$ cat src/rtl/pwm_duty_sequencer_if.sv
`default_nettype none
// ============================================================================
// pwm_duty_sequencer_if : command/status bus of the PWM duty sequencer
// Revision: 1.0
// ============================================================================
interface pwm_duty_sequencer_if #(
  parameter int DW = 7
);
  logic          ena;
  logic          load;
  logic [DW-1:0] target;
  logic          sync_clr;
  logic          xu;
  logic          xd;
  logic          busy;
  logic          done;
  logic [DW-1:0] duty_est;

  modport master (
    output ena, load, target, sync_clr,
    input  xu, xd, busy, done, duty_est
  );

  modport slave (
    input  ena, load, target, sync_clr,
    output xu, xd, busy, done, duty_est
  );
endinterface
`default_nettype wire

$ cat src/rtl/pwm_duty_sequencer.sv
`default_nettype none
// ============================================================================
// pwm_duty_sequencer : walks the PWM duty to a target with timed xu/xd pulses
// Revision: 1.0
// ============================================================================
module pwm_duty_sequencer #(
  parameter int PULSE_LEN = 32,
  parameter int GAP_LEN   = 32,
  parameter int MAX_DUTY  = 100,
  parameter int DW        = 7
) (
  input wire                  clk,
  input wire                  rst,
  pwm_duty_sequencer_if.slave bus
);

  localparam int c_MAX_LEN = (PULSE_LEN > GAP_LEN) ? PULSE_LEN : GAP_LEN;
  localparam int c_CNT_W   = $clog2(c_MAX_LEN + 1);
  localparam logic [c_CNT_W-1:0] c_PULSE_LAST = c_CNT_W'(PULSE_LEN - 1);
  localparam logic [c_CNT_W-1:0] c_GAP_LAST   = c_CNT_W'(GAP_LEN - 1);
  localparam logic [DW-1:0]      c_MAX        = DW'(MAX_DUTY);

  typedef enum logic [1:0] {
    S_IDLE  = 2'd0,
    S_PULSE = 2'd1,
    S_GAP   = 2'd2,
    S_DONE  = 2'd3
  } state_t;

  state_t               r_state, w_state_nxt;
  logic [c_CNT_W-1:0]   r_cnt,   w_cnt_nxt;
  logic                 r_dir,   w_dir_nxt;
  logic [DW-1:0]        r_duty,  w_duty_nxt;
  logic [DW-1:0]        r_tgt,   w_tgt_nxt;
  logic                 r_xu,    w_xu_nxt;
  logic                 r_xd,    w_xd_nxt;
  logic                 r_busy,  w_busy_nxt;
  logic                 r_done,  w_done_nxt;

  logic [DW-1:0]        w_tgt_clamped;
  logic                 w_up_idle;
  logic                 w_up_gap;

  assign w_tgt_clamped = (bus.target > c_MAX) ? c_MAX : bus.target;
  assign w_up_idle     = (w_tgt_clamped > r_duty);
  assign w_up_gap      = (r_tgt > r_duty);

  always_comb begin
    w_state_nxt = r_state;
    w_cnt_nxt   = r_cnt;
    w_dir_nxt   = r_dir;
    w_duty_nxt  = r_duty;
    w_tgt_nxt   = r_tgt;
    w_xu_nxt    = 1'b0;
    w_xd_nxt    = 1'b0;
    w_busy_nxt  = r_busy;
    w_done_nxt  = 1'b0;

    // Abort path: a partially issued pulse is never credited to the estimate
    if (bus.sync_clr || !bus.ena) begin
      w_state_nxt = S_IDLE;
      w_cnt_nxt   = '0;
      w_busy_nxt  = 1'b0;
      if (bus.sync_clr) begin
        w_duty_nxt = '0;
      end
    end else begin
      if (bus.load) begin
        w_tgt_nxt = w_tgt_clamped;
      end
      case (r_state)
        S_IDLE: begin
          if (bus.load) begin
            w_cnt_nxt = '0;
            if (w_tgt_clamped == r_duty) begin
              w_state_nxt = S_DONE;
            end else begin
              w_state_nxt = S_PULSE;
              w_busy_nxt  = 1'b1;
              w_dir_nxt   = w_up_idle;
              w_xu_nxt    = w_up_idle;
              w_xd_nxt    = !w_up_idle;
            end
          end
        end
        S_PULSE: begin
          if (r_cnt == c_PULSE_LAST) begin
            w_cnt_nxt   = '0;
            w_state_nxt = S_GAP;
            if (r_dir && (r_duty != c_MAX)) begin
              w_duty_nxt = r_duty + DW'(1);
            end else if (!r_dir && (r_duty != '0)) begin
              w_duty_nxt = r_duty - DW'(1);
            end
          end else begin
            w_cnt_nxt = r_cnt + c_CNT_W'(1);
            w_xu_nxt  = r_dir;
            w_xd_nxt  = !r_dir;
          end
        end
        S_GAP: begin
          // End of gap is the only point where a retarget takes effect
          if (r_cnt == c_GAP_LAST) begin
            w_cnt_nxt = '0;
            if (r_duty == r_tgt) begin
              w_state_nxt = S_DONE;
            end else begin
              w_state_nxt = S_PULSE;
              w_dir_nxt   = w_up_gap;
              w_xu_nxt    = w_up_gap;
              w_xd_nxt    = !w_up_gap;
            end
          end else begin
            w_cnt_nxt = r_cnt + c_CNT_W'(1);
          end
        end
        S_DONE: begin
          w_state_nxt = S_IDLE;
          w_done_nxt  = 1'b1;
          w_busy_nxt  = 1'b0;
        end
        default: begin
          w_state_nxt = S_IDLE;
        end
      endcase
    end
  end

  always_ff @(posedge clk or negedge rst) begin
    if (!rst) begin
      r_state <= S_IDLE;
      r_cnt   <= '0;
      r_dir   <= 1'b0;
      r_duty  <= '0;
      r_tgt   <= '0;
      r_xu    <= 1'b0;
      r_xd    <= 1'b0;
      r_busy  <= 1'b0;
      r_done  <= 1'b0;
    end else begin
      r_state <= w_state_nxt;
      r_cnt   <= w_cnt_nxt;
      r_dir   <= w_dir_nxt;
      r_duty  <= w_duty_nxt;
      r_tgt   <= w_tgt_nxt;
      r_xu    <= w_xu_nxt;
      r_xd    <= w_xd_nxt;
      r_busy  <= w_busy_nxt;
      r_done  <= w_done_nxt;
    end
  end

  assign bus.xu       = r_xu;
  assign bus.xd       = r_xd;
  assign bus.busy     = r_busy;
  assign bus.done     = r_done;
  assign bus.duty_est = r_duty;

endmodule
`default_nettype wire

$ cat src/flat_wrapper.sv
// flat-port wrapper written by rule: the top's interface ports become plain ports
module pwm_duty_sequencer_flat 
#(
  parameter int PULSE_LEN = 32,
  parameter int GAP_LEN   = 32,
  parameter int MAX_DUTY  = 100,
  parameter int DW        = 7
)
  (clk, rst, bus_ena, bus_load, bus_target, bus_sync_clr, bus_xu, bus_xd, bus_busy, bus_done, bus_duty_est);
  pwm_duty_sequencer_if #(.DW(DW)) bus_i ();
  input wire clk;
  input wire rst;
  input wire logic [$bits(bus_i.ena)-1:0] bus_ena;
  input wire logic [$bits(bus_i.load)-1:0] bus_load;
  input wire logic [$bits(bus_i.target)-1:0] bus_target;
  input wire logic [$bits(bus_i.sync_clr)-1:0] bus_sync_clr;
  output wire logic [$bits(bus_i.xu)-1:0] bus_xu;
  output wire logic [$bits(bus_i.xd)-1:0] bus_xd;
  output wire logic [$bits(bus_i.busy)-1:0] bus_busy;
  output wire logic [$bits(bus_i.done)-1:0] bus_done;
  output wire logic [$bits(bus_i.duty_est)-1:0] bus_duty_est;
  assign bus_i.ena = bus_ena;
  assign bus_i.load = bus_load;
  assign bus_i.target = bus_target;
  assign bus_i.sync_clr = bus_sync_clr;
  assign bus_xu = bus_i.xu;
  assign bus_xd = bus_i.xd;
  assign bus_busy = bus_i.busy;
  assign bus_done = bus_i.done;
  assign bus_duty_est = bus_i.duty_est;
  pwm_duty_sequencer #(.PULSE_LEN(PULSE_LEN), .GAP_LEN(GAP_LEN), .MAX_DUTY(MAX_DUTY), .DW(DW)) u_core (.clk(clk), .rst(rst), .bus(bus_i));
endmodule
$ cat config.mk
export PLATFORM = sky130hd
export DESIGN_NAME = pwm_duty_sequencer_flat
export DESIGN_NICKNAME = d
export VERILOG_FILES = /design/src/rtl/pwm_duty_sequencer_if.sv /design/src/rtl/pwm_duty_sequencer.sv /design/src/flat_wrapper.sv
export SDC_FILE = /design/constraint.sdc
export NUM_CORES = 1
export LEC_CHECK = 0
export ABC_CLOCK_PERIOD_IN_PS = 3520
export CAP_MARGIN = 15
export CORE_ASPECT_RATIO = 1.75
export CORE_MARGIN = 4
export CORE_UTILIZATION = 56
export CTS_CLUSTER_DIAMETER = 40
export DETAILED_ROUTE_END_ITERATION = 10
export PLACE_DENSITY = 0.8
export SYNTH_ARGS = -nofsm -noshare
export SYNTH_HDL_FRONTEND = slang
export SYNTH_SLANG_ARGS = --single-unit
$ cat constraint.sdc
create_clock -name clk -period 3.52 [get_ports clk]
set_clock_uncertainty 0.2 [all_clocks]
set_input_delay 0.704 -clock clk [delete_from_list [all_inputs] [get_ports clk]]
set_output_delay 0.704 -clock clk [all_outputs]
set_load 0.01 [all_outputs]
[Word level (Yosys, flattened, before mapping)]
Cells that the tools add are included.
Word-level totals
  register bits after elaboration: 27
  input port bits: 12
  output and inout port bits: 11
  word-level logic and storage cells: 97
Operators by class
  $add $sub $neg: 3
  $lt $le $gt $ge: 3
  equality and inequality tests: 16
  muxes and demuxes: 43
  bitwise operators: 1
  reductions and logical operators: 22
Operators by type and width (number)
  7-bit two-way mux: 7
  1-bit two-way mux: 21
  6-bit two-way mux: 3
  7-bit == test: 2
  7-bit > comparator: 2
  2-bit two-way mux: 6
  6-bit case mux with 2 select lines: 1
  3-bit nonzero test: 3
  2-bit != test, second input constant: 4
  2-bit case mux with 4 select lines: 1
  7-bit by 1-bit adder with 7-bit output, second input constant: 1
  7-bit > comparator, second input constant: 1
  7-bit != test, second input constant: 1
  7-bit nonzero test: 1
  7-bit by 1-bit subtractor with 7-bit output, second input constant: 1
  6-bit by 1-bit adder with 6-bit output, second input constant: 1
  6-bit by 5-bit == test with 1-bit output, second input constant: 1
  3-bit by 1-bit != test with 1-bit output, second input constant: 2
  3-bit by 2-bit != test with 1-bit output, second input constant: 2
  1-bit case mux with 3 select lines: 2
  3-bit AND reduction: 2
  6-bit AND reduction: 1
  2-bit nonzero test: 3
  2-bit == test, second input constant: 2
  11 further kinds: 17

[Longest topological paths before layout]
Gate-level depths: netlist (run 1).
  depth after elaboration: 8
  gate-level depth with buffers: 12
  gate-level depth less buffers: 12

[Least setup slack after synthesis (run 1)]
No wires, ideal clock.
  path kind: reg2reg
  start: reg u_core.r_duty[0] (netlist: u_core.bus.duty_est[0])
  end: reg u_core.r_duty[6] (netlist: u_core.bus.duty_est[6])
  setup time: 0.069 ns
  arrival time: 2.871 ns
  data required time: 3.251 ns
  path slack: 0.380 ns
  cell stages (with the launch flop): 13
  buffers on the path: 0
  period minus slack after synthesis: 3.140 ns
  path through: dfrtp_1 or4_4 nor3_1 nand2_1 nand2_1 inv_1 fa_1 nor2b_1 o31ai_1 a21oi_1 nand2_1 or4_1 nand3_1
Between the ends
  longest elaborated chain between the ends: 6
  elaborated cells on any way between the ends: 13
  classes of those cells: add/sub (2); eq/ne (1); mux (5); reduce/logical (5)
RTL lines
  start: declaration: RTL line pwm_duty_sequencer.sv:33  | logic [DW-1:0] r_duty, w_duty_nxt;
  start signal: assignment: RTL line pwm_duty_sequencer.sv:144  | r_duty <= w_duty_nxt;
  7-bit by 1-bit subtractor with 7-bit output or 7-bit != test (tied branches): RTL line pwm_duty_sequencer.sv:93, pwm_duty_sequencer.sv:90
  7-bit two-way mux or 1-bit logical AND (tied branches): RTL line pwm_duty_sequencer.sv:92, pwm_duty_sequencer.sv:90
  7-bit two-way mux: RTL line pwm_duty_sequencer.sv:90  | if (r_dir && (r_duty != c_MAX)) begin
  7-bit two-way mux: RTL line pwm_duty_sequencer.sv:87  | if (r_cnt == c_PULSE_LAST) begin
  7-bit two-way mux: RTL line pwm_duty_sequencer.sv:71  | case (r_state)
  7-bit two-way mux: RTL line pwm_duty_sequencer.sv:60  | if (bus.sync_clr || !bus.ena) begin
Parallel ways exist; a longest one is shown, timed or not. The select of a mux whose other input is x is not followed.
A chain may end at the register's enable or synchronous reset.

[Worst setup path in the final report (run 1)]
Ends and elaborated chain as after synthesis.

==> results.sh, run 1 <==
export IMPL_outcome="completed"
export IMPL_yosys_area_top_type="dfrtp_1"
export IMPL_synth_seq_cells=27
export IMPL_yosys_top_cells_area="dfrtp_1, ha_1, o21ai_0, nand2_1, nor2_1"
export IMPL_ys_async_sr_fraction_pct=100
export IMPL_synth_warnings=0
export IMPL_route_detailed_drc=0
export IMPL_htreeDepth=1
export IMPL_cp_common_cell="nand2_1"
export IMPL_min_path_type="reg -> reg"
export IMPL_r2r_slack_ns=0.22
export IMPL_leakagePower_nw=1.04
export IMPL_rsz0062_at_grt="false"
export IMPL_synth_avg_cell_area_sq_um=8.94
export IMPL_final_util_pct=67.6
export IMPL_grt_util_met3_pct=1.55
export IMPL_cts_resized=0
export IMPL_worstRegToRegCells=12
export IMPL_ir_worst_vdd_uv=459
export IMPL_relSlewSlack_pct=62.4
export IMPL_worst_path_max_delay_cell="or4_4"
export IMPL_antenna_found_initial=0
export IMPL_final_common_cell="dfrtp_1"
export IMPL_synth_edf_count=0
export IMPL_fp_coreArea_sq_um=3400
export IMPL_max_freq_mhz=303
export IMPL_rows=28
export IMPL_cts_inserted_buffers=3
export IMPL_drtAntennaViolNets=0
export IMPL_port_buffer_count=22
export IMPL_clockRootBuffer="clkbuf_8"
export IMPL_critPathLaunchType="register"
export IMPL_holdPathStages=2
export IMPL_critical_path_arrival_ns=3.32
export IMPL_clkSinkCount=27
export IMPL_grt_max_degree=28
export IMPL_use_met1_pct=22.9
export IMPL_nets=282
export IMPL_post_cts_buffers=0
export IMPL_setup_violations=0
export IMPL_crit_chain="or4_4, nor3_1, nand2_1, nand2_1, inv_1, fa_1, nor2b_1, o31ai_1, a21oi_1, nand2_1, or4_1, nand3_1"
export IMPL_gr_usage_all_layers_pct=21.3
export IMPL_wl_per_cell_microns=15.2
export IMPL_synthFlopType="dfrtp_1"
export IMPL_tns_ns=0
export IMPL_grt_first_pass_wirelength_mm=7.40
export IMPL_slew_violations=0
export IMPL_die_h_microns=86.4
export IMPL_num_fill_cells=284
export IMPL_synth_area_sq_um=1970
export IMPL_slowest_delay_ns=0.57
export IMPL_period_needed_ns=3.30
export IMPL_worst_pin_slew_ns=0.564
export IMPL_clkTransAtPathRegs_ns=0.10
export IMPL_routed_wl_mm=4.38
export IMPL_final_cell_mix="dfrtp_1, ha_1, nand2_1, clkdlybuf4s50_1, nor2_1"
export IMPL_antennaDiodeCount=0
export IMPL_pin_count=23
export IMPL_drive_gt1_share_pct=9.02
export IMPL_worstHoldEndpoint="u_core.r_tgt[0]$_DFFE_PN0P_"
export IMPL_min_from="u_core.r_tgt[0]$_DFFE_PN0P_"
export IMPL_syn_nets=257
export IMPL_crit_type="reg -> reg"
export IMPL_syn_to_final_growth_pct=16.7
export IMPL_postCtsHoldBufs=0
export IMPL_critPathTopFamily="simple AND/OR/NAND/NOR gates"
export IMPL_grt_overflow=0
export IMPL_drt_first_pass_iters=4
export IMPL_dieArea_sq_um=4560
export IMPL_vias=1691
export IMPL_grt_busiest_layer="met2"
export IMPL_crit_path_end_kind="register"
export IMPL_synth_top_area_share_pct=34.4
export IMPL_clock_latency_ns=0.28
export IMPL_use_met2_pct=40.7
export IMPL_cts_path_max_buffers=2
export IMPL_cts_tree="done"
export IMPL_fin_crit_sh_pct=93.7
export IMPL_r2r_start="u_core.bus.duty_est[0]$_DFFE_PN0P_"
export IMPL_finalHoldViolations=0
export IMPL_drtIter0Drc=28
export IMPL_stdcell_area_sq_um=2300
export IMPL_die_w_microns=52.8
export IMPL_path_max_fanout=6
export IMPL_synth_distinct_cells=45
export IMPL_hpwl_mm=3.50
export IMPL_synthCells=220
export IMPL_hold_worst_slack_ns=0.309
export IMPL_placed_area_sq_um=2250
export IMPL_grt_pass1_vias=1717
export IMPL_worst_path_buf_inv=1
export IMPL_drv_cap=0
export IMPL_via_per_inst=5.85
export IMPL_yosysSeqAreaShare_pct=34.4
export IMPL_gp_congestion=0.876
export IMPL_p_per_area_nw_per_um2=551
export IMPL_cp_data_required_time_ns=3.54
export IMPL_startpoint="u_core.bus.duty_est[0]$_DFFE_PN0P_"
export IMPL_initial_core_util_pct=57.9
export IMPL_r2r_end="u_core.bus.duty_est[6]$_DFFE_PN0P_"
synthesized netlist by cell type (2+ instances only):
library cell  count
nor2b_1           5
mux2_2            6
nand3_1           6
a21oi_1          13
clkbuf_1          5
dfrtp_1          27
xnor2_1           3
mux2i_1           2
a211oi_1          2
xor2_1            3
inv_1            17
nand4_1           7
o22ai_1           2
or2_2             3
nor3_1            3
nor2_1           20
o21ai_0          18
and2_1            3
or4_1             3
ha_1             24
nand2_1          23
o21a_1            2
worst register-to-register path, stage by stage, from the launching register on:
cell and delay, ns:
dfrtp_1 0.47, or4_4 0.57, nor3_1 0.27, nand2_1 0.09, nand2_1 0.10, inv_1 0.05, fa_1 0.39, nor2b_1 0.17
o31ai_1 0.10, a21oi_1 0.27, nand2_1 0.08, or4_1 0.41, nand3_1 0.07
per-layer routing:
| metal | share of wire, % | routed length (microns) | vias to the layer above |
|---|---|---|---|
| met5 | 0 | 0 | - |
| met4 | 3.0 | 133 | 0 |
| met3 | 2.0 | 86 | 10 |
| met2 | 55 | 2430 | 23 |
| met1 | 40 | 1730 | 820 |
| li1 | - | - | 838 |
layout make-up:
class                   count  area, sq um  area share, %
clock buffers               3         41.3           1.80
clock inverters             1         7.51          0.327
inverters                  17         63.8           2.78
multi-input cells         171         1210           52.6
flip-flops and latches     27          676           29.4
well taps                  45         56.3           2.45
repair buffers             25          243           10.6
through the flow:
stage | setup WS (ns) | power [mW] | std cells
floorplan | 0.380 | 0.872 | 220
global placement | 0.374 | 1.07 | 285
detailed placement | 0.257 | 1.08 | 285
CTS | 0.228 | 1.27 | 289
global route | 0.0438 | 1.37 | 289
finish | 0.220 | 1.26 | 289
cells by family after synthesis:
| logic type | count (synthesis) | share of synthesized area (%) |
|---|---|---|
| multiplexers | 8 | 4.45 |
| buffers and inverters | 22 | 4.20 |
| AO/OA/AOI/OAI | 52 | 17.1 |
| XOR/XNOR | 6 | 2.67 |
| AND/OR/NAND/NOR | 80 | 20.9 |
| adder cells (fa/ha/maj) | 25 | 16.3 |
| flip-flops | 27 | 34.4 |
where the power goes:
group	leakage, nW	internal (mW)	switching (mW)
sequential	0.356	0.358	0.0572
clock	0.0217	0.0805	0.105
combinational	0.660	0.307	0.357
total	1.04	0.745	0.519
state kept, by name, indices dropped and copies added, names as in the netlist:
name and count:
u_core.bus.duty_est 7, u_core.r_tgt 7, u_core.r_cnt 6, u_core.r_state 2, u_core.bus.busy 1, u_core.bus.done 1
u_core.bus.xd 1, u_core.bus.xu 1, u_core.r_dir 1
worst max-delay path by stage:
stage | end | slack [ns] | cells past startpoint
final | u_core.bus.duty_est[6]$_DFFE_PN0P_ | 0.22 | 12
after global routing | u_core.bus.duty_est[6]$_DFFE_PN0P_ | 0.04 | 12
after CTS | u_core.bus.duty_est[6]$_DFFE_PN0P_ | 0.23 | 12
after detailed placement | u_core.bus.duty_est[6]$_DFFE_PN0P_ | 0.26 | 12
after global placement | u_core.bus.duty_est[6]$_DFFE_PN0P_ | 0.37 | 12
after floorplan | u_core.bus.duty_est[6]$_DFFE_PN0P_ | 0.38 | 12
Note: power is estimated with default switching activity, not from simulation.
==> run 2, diff against run 1 <==
CORE_ASPECT_RATIO = unset   (was 1.75)
MAX_ROUTING_LAYER = met4   (was unset)
PLACE_DENSITY = unset   (was 0.8)
PLACE_DENSITY_LB_ADDON = 0.12   (was unset)
==> results.sh, run 2 (synthesis results as in run 1) <==
export IMPL_clkSinkCount=27
export IMPL_grt_overflow=0
export IMPL_relSlewSlack_pct=61.2
export IMPL_initial_core_util_pct=58.5
export IMPL_r2r_end="u_core.bus.duty_est[6]$_DFFE_PN0P_"
export IMPL_worstHoldEndpoint="u_core.r_tgt[0]$_DFFE_PN0P_"
export IMPL_fin_crit_sh_pct=91.4
export IMPL_ir_worst_vdd_uv=259
export IMPL_dp_cells=286
export IMPL_gr_usage_all_layers_pct=20.7
export IMPL_final_common_cell="dfrtp_1"
export IMPL_drive_gt1_share_pct=9.43
export IMPL_route_detailed_drc=0
export IMPL_outcome="completed"
export IMPL_final_cells=290
export IMPL_drt_first_pass_iters=4
export IMPL_multi_input_area_sq_um=1210
export IMPL_vias=1639
export IMPL_min_from="u_core.r_tgt[0]$_DFFE_PN0P_"
export IMPL_grt_first_pass_wirelength_mm=7.03
export IMPL_clock_latency_ns=0.35
export IMPL_leakagePower_nw=1.03
export IMPL_r2r_slack_ns=0.30
export IMPL_htreeDepth=1
export IMPL_cts_tree="done"
export IMPL_hpwl_mm=3.15
export IMPL_tns_ns=0
export IMPL_clkTransAtPathRegs_ns=0.17
export IMPL_rsz0062_at_grt="false"
export IMPL_finalHoldViolations=0
export IMPL_post_cts_buffers=0
export IMPL_nets=282
export IMPL_period_needed_ns=3.22
export IMPL_wl_per_cell_microns=14.1
export IMPL_via_per_inst=5.65
export IMPL_r2r_start="u_core.bus.duty_est[0]$_DFFE_PN0P_"
export IMPL_crit_path_end_kind="register"
export IMPL_dieArea_sq_um=4520
export IMPL_critical_path_arrival_ns=3.32
export IMPL_routed_wl_mm=4.08
export IMPL_pin_count=23
export IMPL_setup_violations=0
export IMPL_drtAntennaViolNets=0
export IMPL_rows=21
export IMPL_clockRootBuffer="clkbuf_4"
export IMPL_grt_pass1_vias=1575
export IMPL_cts_inserted_buffers=3
export IMPL_worst_pin_slew_ns=0.582
export IMPL_crit_type="reg -> reg"
export IMPL_final_cell_mix="dfrtp_1, ha_1, nand2_1, clkdlybuf4s50_1, nor2_1"
export IMPL_die_h_microns=67.3
export IMPL_setup_slack_ns=0.304
export IMPL_max_freq_mhz=311
export IMPL_antenna_found_initial=0
export IMPL_port_buffer_count=22
export IMPL_place_ws_ns=0.266
export IMPL_syn_to_final_growth_pct=16.1
export IMPL_critPathLaunchType="register"
export IMPL_regArea_sq_um=676
export IMPL_slew_violations=0
export IMPL_min_path_type="reg -> reg"
export IMPL_drtIter0Drc=108
export IMPL_die_w_microns=67.3
export IMPL_holdPathStages=2
export IMPL_power_mw=1.21
export IMPL_cp_data_required_time_ns=3.62
export IMPL_fp_coreArea_sq_um=3360
export IMPL_path_max_fanout=6
export IMPL_gp_congestion=0.924
export IMPL_p_per_area_nw_per_um2=531
export IMPL_antennaDiodeCount=0
export IMPL_cts_path_max_buffers=2
export IMPL_drv_cap=0
export IMPL_num_fill_cells=306
export IMPL_hold_worst_slack_ns=0.312
export IMPL_grt_max_degree=28
export IMPL_worstRegToRegCells=12
==> run 2: cell count changes in the layout (fill, tap and decap cells not counted) <==
cell      before  now
nor3_1         3    2
clkbuf_8       3    0
nor3_2         0    1
clkbuf_4       0    3
==> run 2: layout make-up <==
class	instances	area share (%)
multi-input combinational	171	53.2
sequential	27	29.6
timing repair buffer	25	10.6
inverter	17	2.79
tap	46	2.52
clock buffer	3	0.986
clock inverter	1	0.329
==> run 2: worst max-delay path by stage <==
stage	start	end	depth (start not counted)
CTS	u_core.bus.duty_est[0]$_DFFE_PN0P_	u_core.bus.duty_est[6]$_DFFE_PN0P_	12
finish	u_core.bus.duty_est[0]$_DFFE_PN0P_	u_core.bus.duty_est[6]$_DFFE_PN0P_	12
global placement	u_core.bus.duty_est[0]$_DFFE_PN0P_	u_core.bus.duty_est[6]$_DFFE_PN0P_	12
detailed placement	u_core.bus.duty_est[0]$_DFFE_PN0P_	u_core.bus.duty_est[6]$_DFFE_PN0P_	12
floorplan	u_core.bus.duty_est[0]$_DFFE_PN0P_	u_core.bus.duty_est[6]$_DFFE_PN0P_	12
global route	u_core.bus.duty_est[0]$_DFFE_PN0P_	u_core.bus.duty_est[6]$_DFFE_PN0P_	12
==> run 2: power breakdown <==
| group | leakage [nW] | internal, mW | switching, mW |
|---|---|---|---|
| clock | 0.0139 | 0.0435 | 0.102 |
| sequential | 0.356 | 0.358 | 0.0558 |
| combinational | 0.660 | 0.304 | 0.348 |
==> run 2: worst max-delay path, cell delays in order, from the launching register on <==
cell	delay [ns]
dfrtp_1	0.47
or4_4	0.57
nor3_2	0.20
nand2_1	0.08
nand2_1	0.09
inv_1	0.05
fa_1	0.40
nor2b_1	0.16
o31ai_1	0.10
a21oi_1	0.30
nand2_1	0.08
or4_1	0.40
nand3_1	0.08
==> run 2: timing repair <==
item,CTS,global route
setup endpoints to repair,0,1
gates resized for setup,0,1
hold buffers,0,0
==> run 2: stage by stage <==
step	area [sq um]	util (%)
2_1_floorplan	1970	-
3_3_place_gp	2250	66.9
3_5_place_dp	2250	66.9
4_1_cts	2280	67.7
5_1_grt	2280	67.9
6_report	2280	67.9
==> run 2: routing by layer <==
layer / wire length (microns) / global-route usage, %
met4: 31 / 4.56
met5: 0 / -
met3: 181 / 2.00
met2: 1920 / 34.1
met1: 1950 / 27.6
==> run 3, diff against run 2 <==
CORE_UTILIZATION = 50   (was 56)
==> results.sh, run 3 (synthesis results as in run 1) <==
export IMPL_drive_gt1_share_pct=9.43
export IMPL_finalHoldViolations=0
export IMPL_gr_usage_all_layers_pct=17.7
export IMPL_clockRootBuffer="clkbuf_8"
export IMPL_critPathLaunchType="register"
export IMPL_cp_depth=12
export IMPL_cp_data_required_time_ns=3.53
export IMPL_intPower_mw=0.746
export IMPL_hpwl_mm=3.21
export IMPL_outcome="completed"
export IMPL_fin_crit_sh_pct=91.8
export IMPL_rows=22
export IMPL_gp_congestion=0.902
export IMPL_initial_core_util_pct=52.5
export IMPL_vias=1625
export IMPL_max_freq_mhz=309
export IMPL_drt_first_pass_iters=4
export IMPL_syn_to_final_growth_pct=17.1
export IMPL_critical_path_arrival_ns=3.25
export IMPL_cts_tree="done"
export IMPL_post_cts_buffers=0
export IMPL_worstRegToRegCells=12
export IMPL_final_common_cell="dfrtp_1"
export IMPL_grt_overflow=0
export IMPL_cts_resized=0
export IMPL_p_per_area_nw_per_um2=545
export IMPL_cts_inserted_buffers=3
export IMPL_crit_chain="or4_4, nor3_1, nand2_1, nand2_1, inv_1, fa_1, nor2b_1, o31ai_1, a21oi_2, nand2_1, or4_1, nand3_1"
export IMPL_via_per_inst=5.57
export IMPL_grt_max_degree=28
export IMPL_route_detailed_drc=0
export IMPL_grt_pass1_vias=1440
export IMPL_drtIter0Drc=113
export IMPL_clkTransAtPathRegs_ns=0.10
export IMPL_postCtsHoldBufs=0
export IMPL_switching_share_pct=40.6
export IMPL_setup_violations=0
export IMPL_drv_cap=0
export IMPL_combPwrFrac_pct=52.5
export IMPL_rsz0062_at_grt="false"
export IMPL_power_frac_seq_pct=32.9
export IMPL_worst_pin_slew_ns=0.588
export IMPL_drtAntennaViolNets=0
export IMPL_leakagePower_nw=1.04
export IMPL_slowest_delay_ns=0.57
export IMPL_antennaDiodeCount=0
export IMPL_crit_path_end_kind="register"
export IMPL_antenna_found_initial=0
export IMPL_critPathTopFamily="simple AND/OR/NAND/NOR gates"
export IMPL_worst_path_buf_inv=1
export IMPL_p_clk_share_pct=14.6
export IMPL_ir_worst_vdd_uv=233
export IMPL_die_w_microns=70.7
export IMPL_htreeDepth=1
export IMPL_clock_latency_ns=0.28
export IMPL_relSlewSlack_pct=60.8
export IMPL_worst_path_max_delay_cell="or4_4"
export IMPL_final_cell_mix="dfrtp_1, ha_1, nand2_1, clkdlybuf4s50_1, nor2_1"
export IMPL_cts_path_max_buffers=2
export IMPL_period_needed_ns=3.23
export IMPL_dieArea_sq_um=5000
export IMPL_min_path_type="reg -> reg"
export IMPL_num_fill_cells=341
export IMPL_routed_wl_mm=4.07
export IMPL_wl_per_cell_microns=13.9
export IMPL_power_switching_mw=0.509
export IMPL_die_h_microns=70.7
export IMPL_nets=282
export IMPL_port_buffer_count=22
export IMPL_pin_count=23
export IMPL_holdPathStages=2
export IMPL_clkSinkCount=27
export IMPL_crit_type="reg -> reg"
export IMPL_slew_violations=0
export IMPL_final_util_pct=61.5
export IMPL_tns_ns=0
export IMPL_fp_coreArea_sq_um=3740
export IMPL_cp_common_cell="nand2_1"
export IMPL_grt_first_pass_wirelength_mm=7.00
export IMPL_path_max_fanout=6
==> run 3: power groups by stage <==
stage	combinational, mW	sequential (mW)	clock (mW)
after CTS	0.652	0.413	0.193
final	0.659	0.413	0.183
after floorplan	0.455	0.417	0
after detailed placement	0.647	0.419	0
after global routing	0.740	0.424	0.209
after global placement	0.642	0.419	0
==> run 3: final cells by class <==
type	count	area (sq um)	area share [%]
Sequential cell	27	676	29.3
Multi-Input combinational cell	171	1210	52.6
Clock buffer	3	41.3	1.79
Clock inverter	1	7.51	0.326
Inverter	17	63.8	2.77
Timing Repair Buffer	25	243	10.5
Tap cell	48	60.1	2.61
==> run 3: worst paths after layout <==
path | startpoint | to | slack (ns)
setup / recovery | u_core.bus.duty_est[0]$_DFFE_PN0P_ | u_core.bus.duty_est[6]$_DFFE_PN0P_ | 0.29
hold / removal | u_core.r_tgt[0]$_DFFE_PN0P_ | u_core.r_tgt[0]$_DFFE_PN0P_ | 0.29
setup reg to reg | u_core.bus.duty_est[0]$_DFFE_PN0P_ | u_core.bus.duty_est[6]$_DFFE_PN0P_ | 0.29
hold reg to reg | u_core.r_tgt[0]$_DFFE_PN0P_ | u_core.r_tgt[0]$_DFFE_PN0P_ | 0.29
max in group asynchronous | rst | u_core.r_state[1]$_DFFE_PN0P_ | 2.26
min in group asynchronous | rst | u_core.bus.duty_est[4]$_DFFE_PN0P_ | 0.60
==> run 3: per-layer routing <==
metal,wire length (microns),up-vias,track usage (%)
li1,-,835,-
met1,2070,759,25.4
met2,1860,29,27.0
met3,126,2,2.27
met4,13,0,3.13
met5,0,-,-
==> run 3: stage by stage <==
step	total power, mW	hold WS, ns	setup WS, ns	instance area, sq um	std cells
after floorplan	0.872	0.208	0.380	1970	220
after global placement	1.06	0.263	0.383	2250	288
after detailed placement	1.07	0.273	0.262	2250	288
after CTS	1.26	0.297	0.228	2300	292
after global routing	1.37	0.356	0.0744	2300	292
final	1.25	0.292	0.289	2300	292
==> run 3: worst reg2reg max path, stage by stage (launching register included) <==
cell and delay, ns:
dfrtp_1 0.45, or4_4 0.57, nor3_1 0.27, nand2_1 0.09, nand2_1 0.09, inv_1 0.05
fa_1 0.40, nor2b_1 0.17, o31ai_1 0.11, a21oi_2 0.22, nand2_1 0.07, or4_1 0.41
nand3_1 0.08
